==> config.mk <==
export PLATFORM = sky130hd
export DESIGN_NAME = pwm_multi_channel_flat
export DESIGN_NICKNAME = d
export VERILOG_FILES = /design/src/rtl/pwm_multi_channel_if.sv /design/src/rtl/pwm_multi_channel.sv /design/src/flat_wrapper.sv
export SDC_FILE = /design/constraint.sdc
export NUM_CORES = 1
export LEC_CHECK = 0
export ABC_AREA = 0
export CAP_MARGIN = 20
export CELL_PAD_IN_SITES_DETAIL_PLACEMENT = 1
export CELL_PAD_IN_SITES_GLOBAL_PLACEMENT = 1
export CORE_ASPECT_RATIO = 1.25
export CORE_UTILIZATION = 49
export DETAILED_ROUTE_END_ITERATION = 6
export HOLD_SLACK_MARGIN = 0.02
export PLACE_DENSITY_LB_ADDON = 0.15
export REMOVE_ABC_BUFFERS = 1
export SYNTH_ARGS = -nofsm -noshare
export SYNTH_HDL_FRONTEND = slang
export SYNTH_SLANG_ARGS = --single-unit
export TNS_END_PERCENT = 30
==> constraint.sdc <==
create_clock -name clk -period 4.31 [get_ports clk]
set_clock_uncertainty 0.05 [all_clocks]
set_input_delay 0.862 -clock clk [delete_from_list [all_inputs] [get_ports clk]]
set_output_delay 0.862 -clock clk [all_outputs]
set_load 0.02 [all_outputs]
==> src/rtl/pwm_multi_channel_if.sv <==
// Control/status bundle for the multi-channel PWM block.
// The master side drives the programming and enable signals; the slave
// side (the PWM core) returns the channel outputs and frame status.
interface pwm_multi_channel_if #(
  parameter int CH_COUNT  = 4,
  parameter int CNT_WIDTH = 16
);
  logic                 enable;
  logic [CNT_WIDTH-1:0] period_in;
  logic                 period_we;
  logic [CNT_WIDTH-1:0] duty_in;
  logic [CH_COUNT-1:0]  duty_we;
  logic [CH_COUNT-1:0]  polarity;
  logic [CH_COUNT-1:0]  out;
  logic                 period_start;
  logic                 update_pending;

  modport master (
    output enable, period_in, period_we, duty_in, duty_we, polarity,
    input  out, period_start, update_pending
  );

  modport slave (
    input  enable, period_in, period_we, duty_in, duty_we, polarity,
    output out, period_start, update_pending
  );
endinterface

==> src/rtl/pwm_multi_channel.sv <==
// Multi-channel PWM generator with one shared period counter.
// Period and duty values are written into shadow registers and move into
// the active registers only at a period boundary (or continuously while
// disabled), so a running waveform never sees a partial update. A write
// landing on the wrap cycle bypasses the shadow and takes effect at once.
module pwm_multi_channel #(
  parameter int CH_COUNT       = 4,
  parameter int CNT_WIDTH      = 16,
  parameter int PERIOD_DEFAULT = 50000,
  parameter int DUTY_DEFAULT   = 25000
) (
  input logic                clk,
  input logic                reset,
  pwm_multi_channel_if.slave bus
);

  localparam logic [CNT_WIDTH-1:0] PERIOD_INIT = CNT_WIDTH'(PERIOD_DEFAULT);
  localparam logic [CNT_WIDTH-1:0] DUTY_INIT   = CNT_WIDTH'(DUTY_DEFAULT);
  localparam logic [CNT_WIDTH-1:0] ONE         = CNT_WIDTH'(1);

  logic [CNT_WIDTH-1:0] cnt_reg, cnt_next;
  logic [CNT_WIDTH-1:0] period_act_reg, period_sh_reg;
  logic [CNT_WIDTH-1:0] period_eff, period_wr;
  logic [CNT_WIDTH-1:0] duty_act_reg [CH_COUNT];
  logic [CNT_WIDTH-1:0] duty_sh_reg  [CH_COUNT];
  logic [CNT_WIDTH-1:0] duty_wr      [CH_COUNT];
  logic [CH_COUNT-1:0]  out_reg, out_next;
  logic                 period_start_reg, period_start_next;
  logic                 pending_reg, pending_next;
  logic                 wrap, commit;

  // Counter control, commit decision and frame status.
  always_comb begin
    period_eff        = (period_act_reg == '0) ? ONE : period_act_reg;
    wrap              = bus.enable && (cnt_reg == period_eff - ONE);
    commit            = wrap || !bus.enable;
    // A period write in the commit cycle goes straight to the active register.
    period_wr         = bus.period_we ? bus.period_in : period_sh_reg;
    cnt_next          = (!bus.enable || wrap) ? '0 : cnt_reg + ONE;
    period_start_next = bus.enable && (cnt_reg == '0);
    pending_next      = commit ? 1'b0 : (pending_reg | bus.period_we | (|bus.duty_we));
  end

  // Per-channel duty bypass and output compare.
  generate
    for (genvar gi = 0; gi < CH_COUNT; gi++) begin : g_ch
      assign duty_wr[gi]  = bus.duty_we[gi] ? bus.duty_in : duty_sh_reg[gi];
      assign out_next[gi] = bus.enable ? ((cnt_reg < duty_act_reg[gi]) ^ bus.polarity[gi])
                                       : bus.polarity[gi];
    end
  endgenerate

  // Counter, period registers, output and status registers.
  always_ff @(posedge clk) begin
    if (reset) begin
      cnt_reg          <= '0;
      period_act_reg   <= PERIOD_INIT;
      period_sh_reg    <= PERIOD_INIT;
      out_reg          <= '0;
      period_start_reg <= 1'b0;
      pending_reg      <= 1'b0;
    end else begin
      cnt_reg          <= cnt_next;
      out_reg          <= out_next;
      period_start_reg <= period_start_next;
      pending_reg      <= pending_next;
      if (bus.period_we) period_sh_reg <= bus.period_in;
      if (commit)        period_act_reg <= period_wr;
    end
  end

  // Duty shadow and active registers for every channel.
  always_ff @(posedge clk) begin
    for (int i = 0; i < CH_COUNT; i++) begin
      if (reset) begin
        duty_sh_reg[i]  <= DUTY_INIT;
        duty_act_reg[i] <= DUTY_INIT;
      end else begin
        if (bus.duty_we[i]) duty_sh_reg[i] <= bus.duty_in;
        if (commit)         duty_act_reg[i] <= duty_wr[i];
      end
    end
  end

  assign bus.out            = out_reg;
  assign bus.period_start   = period_start_reg;
  assign bus.update_pending = pending_reg;

endmodule
==> src/flat_wrapper.sv <==
// flat-port wrapper written by rule: the top's interface ports become plain ports
module pwm_multi_channel_flat 
#(
  parameter int CH_COUNT       = 4,
  parameter int CNT_WIDTH      = 16,
  parameter int PERIOD_DEFAULT = 50000,
  parameter int DUTY_DEFAULT   = 25000
)
  (clk, reset, bus_enable, bus_period_in, bus_period_we, bus_duty_in, bus_duty_we, bus_polarity, bus_out, bus_period_start, bus_update_pending);
  pwm_multi_channel_if #(.CH_COUNT(CH_COUNT), .CNT_WIDTH(CNT_WIDTH)) bus_i ();
  input logic clk;
  input logic reset;
  input wire logic [$bits(bus_i.enable)-1:0] bus_enable;
  input wire logic [$bits(bus_i.period_in)-1:0] bus_period_in;
  input wire logic [$bits(bus_i.period_we)-1:0] bus_period_we;
  input wire logic [$bits(bus_i.duty_in)-1:0] bus_duty_in;
  input wire logic [$bits(bus_i.duty_we)-1:0] bus_duty_we;
  input wire logic [$bits(bus_i.polarity)-1:0] bus_polarity;
  output wire logic [$bits(bus_i.out)-1:0] bus_out;
  output wire logic [$bits(bus_i.period_start)-1:0] bus_period_start;
  output wire logic [$bits(bus_i.update_pending)-1:0] bus_update_pending;
  assign bus_i.enable = bus_enable;
  assign bus_i.period_in = bus_period_in;
  assign bus_i.period_we = bus_period_we;
  assign bus_i.duty_in = bus_duty_in;
  assign bus_i.duty_we = bus_duty_we;
  assign bus_i.polarity = bus_polarity;
  assign bus_out = bus_i.out;
  assign bus_period_start = bus_i.period_start;
  assign bus_update_pending = bus_i.update_pending;
  pwm_multi_channel #(.CH_COUNT(CH_COUNT), .CNT_WIDTH(CNT_WIDTH), .PERIOD_DEFAULT(PERIOD_DEFAULT), .DUTY_DEFAULT(DUTY_DEFAULT)) u_core (.clk(clk), .reset(reset), .bus(bus_i));
endmodule
==> results.sh <==
export IMPL_critPathLaunchType="register"
export IMPL_setup_viol_count_final=0
export IMPL_grt_pass1_vias=7491
export IMPL_tns_ns=0
export IMPL_dieWidth_um=128.5
export IMPL_fin_util_pct=57.65
export IMPL_wl_um=25040
export IMPL_slew_violations=0
export IMPL_nets=1030
export IMPL_clock_latency_ns=0.44
export IMPL_pre_cts_slack_ns=0.4234
export IMPL_wl_per_cell_um=20.85
export IMPL_crit_required_ns=4.39
export IMPL_cts_made_buffers=17
export IMPL_muxShareOfSynthArea_pct=10.52
export IMPL_synth_edf_count=128
export IMPL_clock_root_buffer="clkbuf_16"
export IMPL_yosys_warnings=0
export IMPL_min_period_ns=3.955
export IMPL_coreArea_mm2=0.01954
export IMPL_area_growth_pct=14.91
export IMPL_hold_viol_final=0
export IMPL_rsz0062_at_grt="no"
export IMPL_drt_iter0_markers=378
export IMPL_synth_compound_area_share_pct=6.253
export IMPL_path_clk_slew_ns=0.07
export IMPL_syn_area_mm2=0.009804
export IMPL_crit_fanout=24
export IMPL_dp_hpwl_um=18330
export IMPL_layout_drive_gt1_share_pct=9.081
export IMPL_cts_tree="yes"
export IMPL_cp_end_kind="register"
export IMPL_synthAdderAreaFrac_pct=8.040
export IMPL_ys_types=54
export IMPL_synth_top_family_by_area="simple AND/OR/NAND/NOR gates"
export IMPL_tightest_slew_ns=1.064
export IMPL_die_height_um=160.2
export IMPL_avgSynthCellArea_um2=11.23
export IMPL_ys_seq_area_share_pct=50.23
export IMPL_cts_max_level=4
export IMPL_period_share_pct=91.76
export IMPL_worstPathArrival_ns=4.04
export IMPL_fmax_ghz=0.2528
export IMPL_grtUsageTotal_pct=26.11
export IMPL_cts_resized=0
export IMPL_route_vias_total=6821
export IMPL_post_synth_and_or_nand_nor_area_fraction_pct=18.04
export IMPL_final_common_cell="edfxtp_1"
export IMPL_start_util_pct=50.17
export IMPL_antenna_found_initial=0
export IMPL_cts_max_path_buffers=2
export IMPL_ys_ff_latch=182
export IMPL_peakVddDrop_mv=0.2621
export IMPL_leakage_nw=4.746
export IMPL_hp_class="register to register"
export IMPL_grt_overflow=0
export IMPL_final_antenna_net_count=0
export IMPL_ios=50
export IMPL_firstDrtPassIters=4
export IMPL_outcome="finished, final reports clean"
export IMPL_drc_errors=0
export IMPL_p_total_mw=4.006
export IMPL_grt_max_degree=43
export IMPL_final_cell_mix="128 x edfxtp_1, 85 x mux2i_1, 70 x inv_1"
export IMPL_setup_slack_ns=0.3551
export IMPL_synth_xor_area_share_pct=2.323
export IMPL_grt_pass1_wl_um=40820
export IMPL_maxSlewHeadroom_pct=28.98
export IMPL_worstSetupPathType="register to register"
export IMPL_post_cts_setup_buffers=0
export IMPL_postCtsHoldBufs=0
export IMPL_clkSinkCount=182
export IMPL_powerDensity_mw_per_mm2=355.5
export IMPL_antenna_cells=0
export IMPL_routabilityCongestion=0.8501
export IMPL_synthFlopType="edfxtp_1"
export IMPL_die_area_mm2=0.02058
export IMPL_async_flop_share_pct=0
export IMPL_synthCells=873
export IMPL_max_cap_violations=0
export IMPL_numPortBuffers=49
export IMPL_rows=57
export IMPL_viasPerCell=5.679
worst paths after layout:
kind | startpoint | endpoint | slack, ns | cells past startpoint
max | u_core.period_act_reg[9]$_SDFFE_PP1P_ | u_core.duty_act_reg[1][4]$_SDFFCE_PN0P_ | 0.36 | 11
max reg2reg | u_core.period_act_reg[9]$_SDFFE_PP1P_ | u_core.duty_act_reg[1][4]$_SDFFCE_PN0P_ | 0.36 | 11
min reg2reg | u_core.period_sh_reg[14]$_SDFF_PP1_ | u_core.period_sh_reg[14]$_SDFF_PP1_ | 0.43 | 2
min | u_core.period_sh_reg[14]$_SDFF_PP1_ | u_core.period_sh_reg[14]$_SDFF_PP1_ | 0.43 | 2
metal layers:
layer	share of wire (%)	track usage [%]	vias to the layer above
met3	2.8	3.116	43
met1	42	31.05	3408
li1	-	-	3245
met2	52	46.93	125
met4	3.2	11.12	0
met5	0	0	-
power breakdown:
group	switching (mW)	total [mW]	internal [mW]	leakage (nW)
clock network	0.745	1.51	0.766	0.281
logic	0.257	0.448	0.192	2.73
registers	0.0530	2.05	1.99	1.74
total	1.06	4.01	2.95	4.75
worst max-delay path: stages (launching register included):
cell	delay [ns]
dfxtp_1	0.37
or4_1	0.57
nor2_1	0.24
a21oi_1	0.11
ha_1	0.24
nor3b_2	0.20
and3_1	0.22
o21ai_0	0.16
nor3b_1	0.25
o2111ai_1	0.28
o31ai_4	0.70
buf_12	0.26
synthesized netlist by cell type, types with 3 or more instances:
| cell type | count | area (um^2) |
|---|---|---|
| xor2_1 | 14 | 122.6 |
| clkbuf_1 | 31 | 116.4 |
| a221oi_1 | 5 | 43.79 |
| buf_2 | 3 | 15.01 |
| nor3b_1 | 3 | 22.52 |
| o211ai_1 | 4 | 30.03 |
| nor2b_1 | 15 | 93.84 |
| nand2_1 | 19 | 71.32 |
| mux2i_1 | 85 | 850.8 |
| o21ai_0 | 10 | 50.05 |
| or3_1 | 7 | 43.79 |
| o2111ai_1 | 5 | 43.79 |
| or2_2 | 12 | 75.07 |
| ha_1 | 63 | 788.3 |
| mux2_1 | 16 | 180.2 |
| edfxtp_1 | 128 | 3844 |
| dfxtp_1 | 54 | 1081 |
| xnor2_1 | 12 | 105.1 |
| nand3_1 | 40 | 200.2 |
| inv_1 | 70 | 262.8 |
| nor2_1 | 39 | 146.4 |
| a21boi_0 | 4 | 30.03 |
| and3_1 | 15 | 93.84 |
| and2_1 | 41 | 256.5 |
| and4_1 | 5 | 43.79 |
| o21a_1 | 5 | 37.54 |
| a21oi_1 | 17 | 85.08 |
| nand2b_1 | 31 | 193.9 |
| nand4_1 | 4 | 25.02 |
| a211oi_1 | 4 | 30.03 |
| nand3b_1 | 5 | 37.54 |
| a41oi_1 | 6 | 52.55 |
| a21o_1 | 16 | 120.1 |
| nor4_1 | 4 | 25.02 |
| nor4bb_1 | 4 | 40.04 |
| nor3_1 | 38 | 190.2 |
| buf_4 | 5 | 37.54 |
| nor3_2 | 11 | 110.1 |
metrics by stage:
stage | cells | hold WS, ns | instance area, um^2
2_1_floorplan | 831 | 0.3808 | 9617
3_3_place_gp | 1168 | 0.3962 | 10670
3_5_place_dp | 1168 | 0.4081 | 10670
4_1_cts | 1200 | 0.4278 | 11240
5_1_grt | 1201 | 0.4567 | 11270
6_report | 1201 | 0.4282 | 11270
kinds of logic after synthesis:
kind of cell	after synthesis
adders and majority gates	63
DFF	182
AOI/OAI and AO/OA	86
muxes	101
xor gates and xnor gates	26
and+or+nand+nor	303
buffers and inverters	112
layout make-up:
cell class	instances	area [um^2]
inverters	70	262.8
clock inverters	15	146.4
flip-flops and latches	182	4925
fillers	2087	8275
multi-input cells	579	4439
clock buffers	17	425.4
well taps	265	331.6
repair buffers	73	735.7
Power figures use the tool's default switching activity.
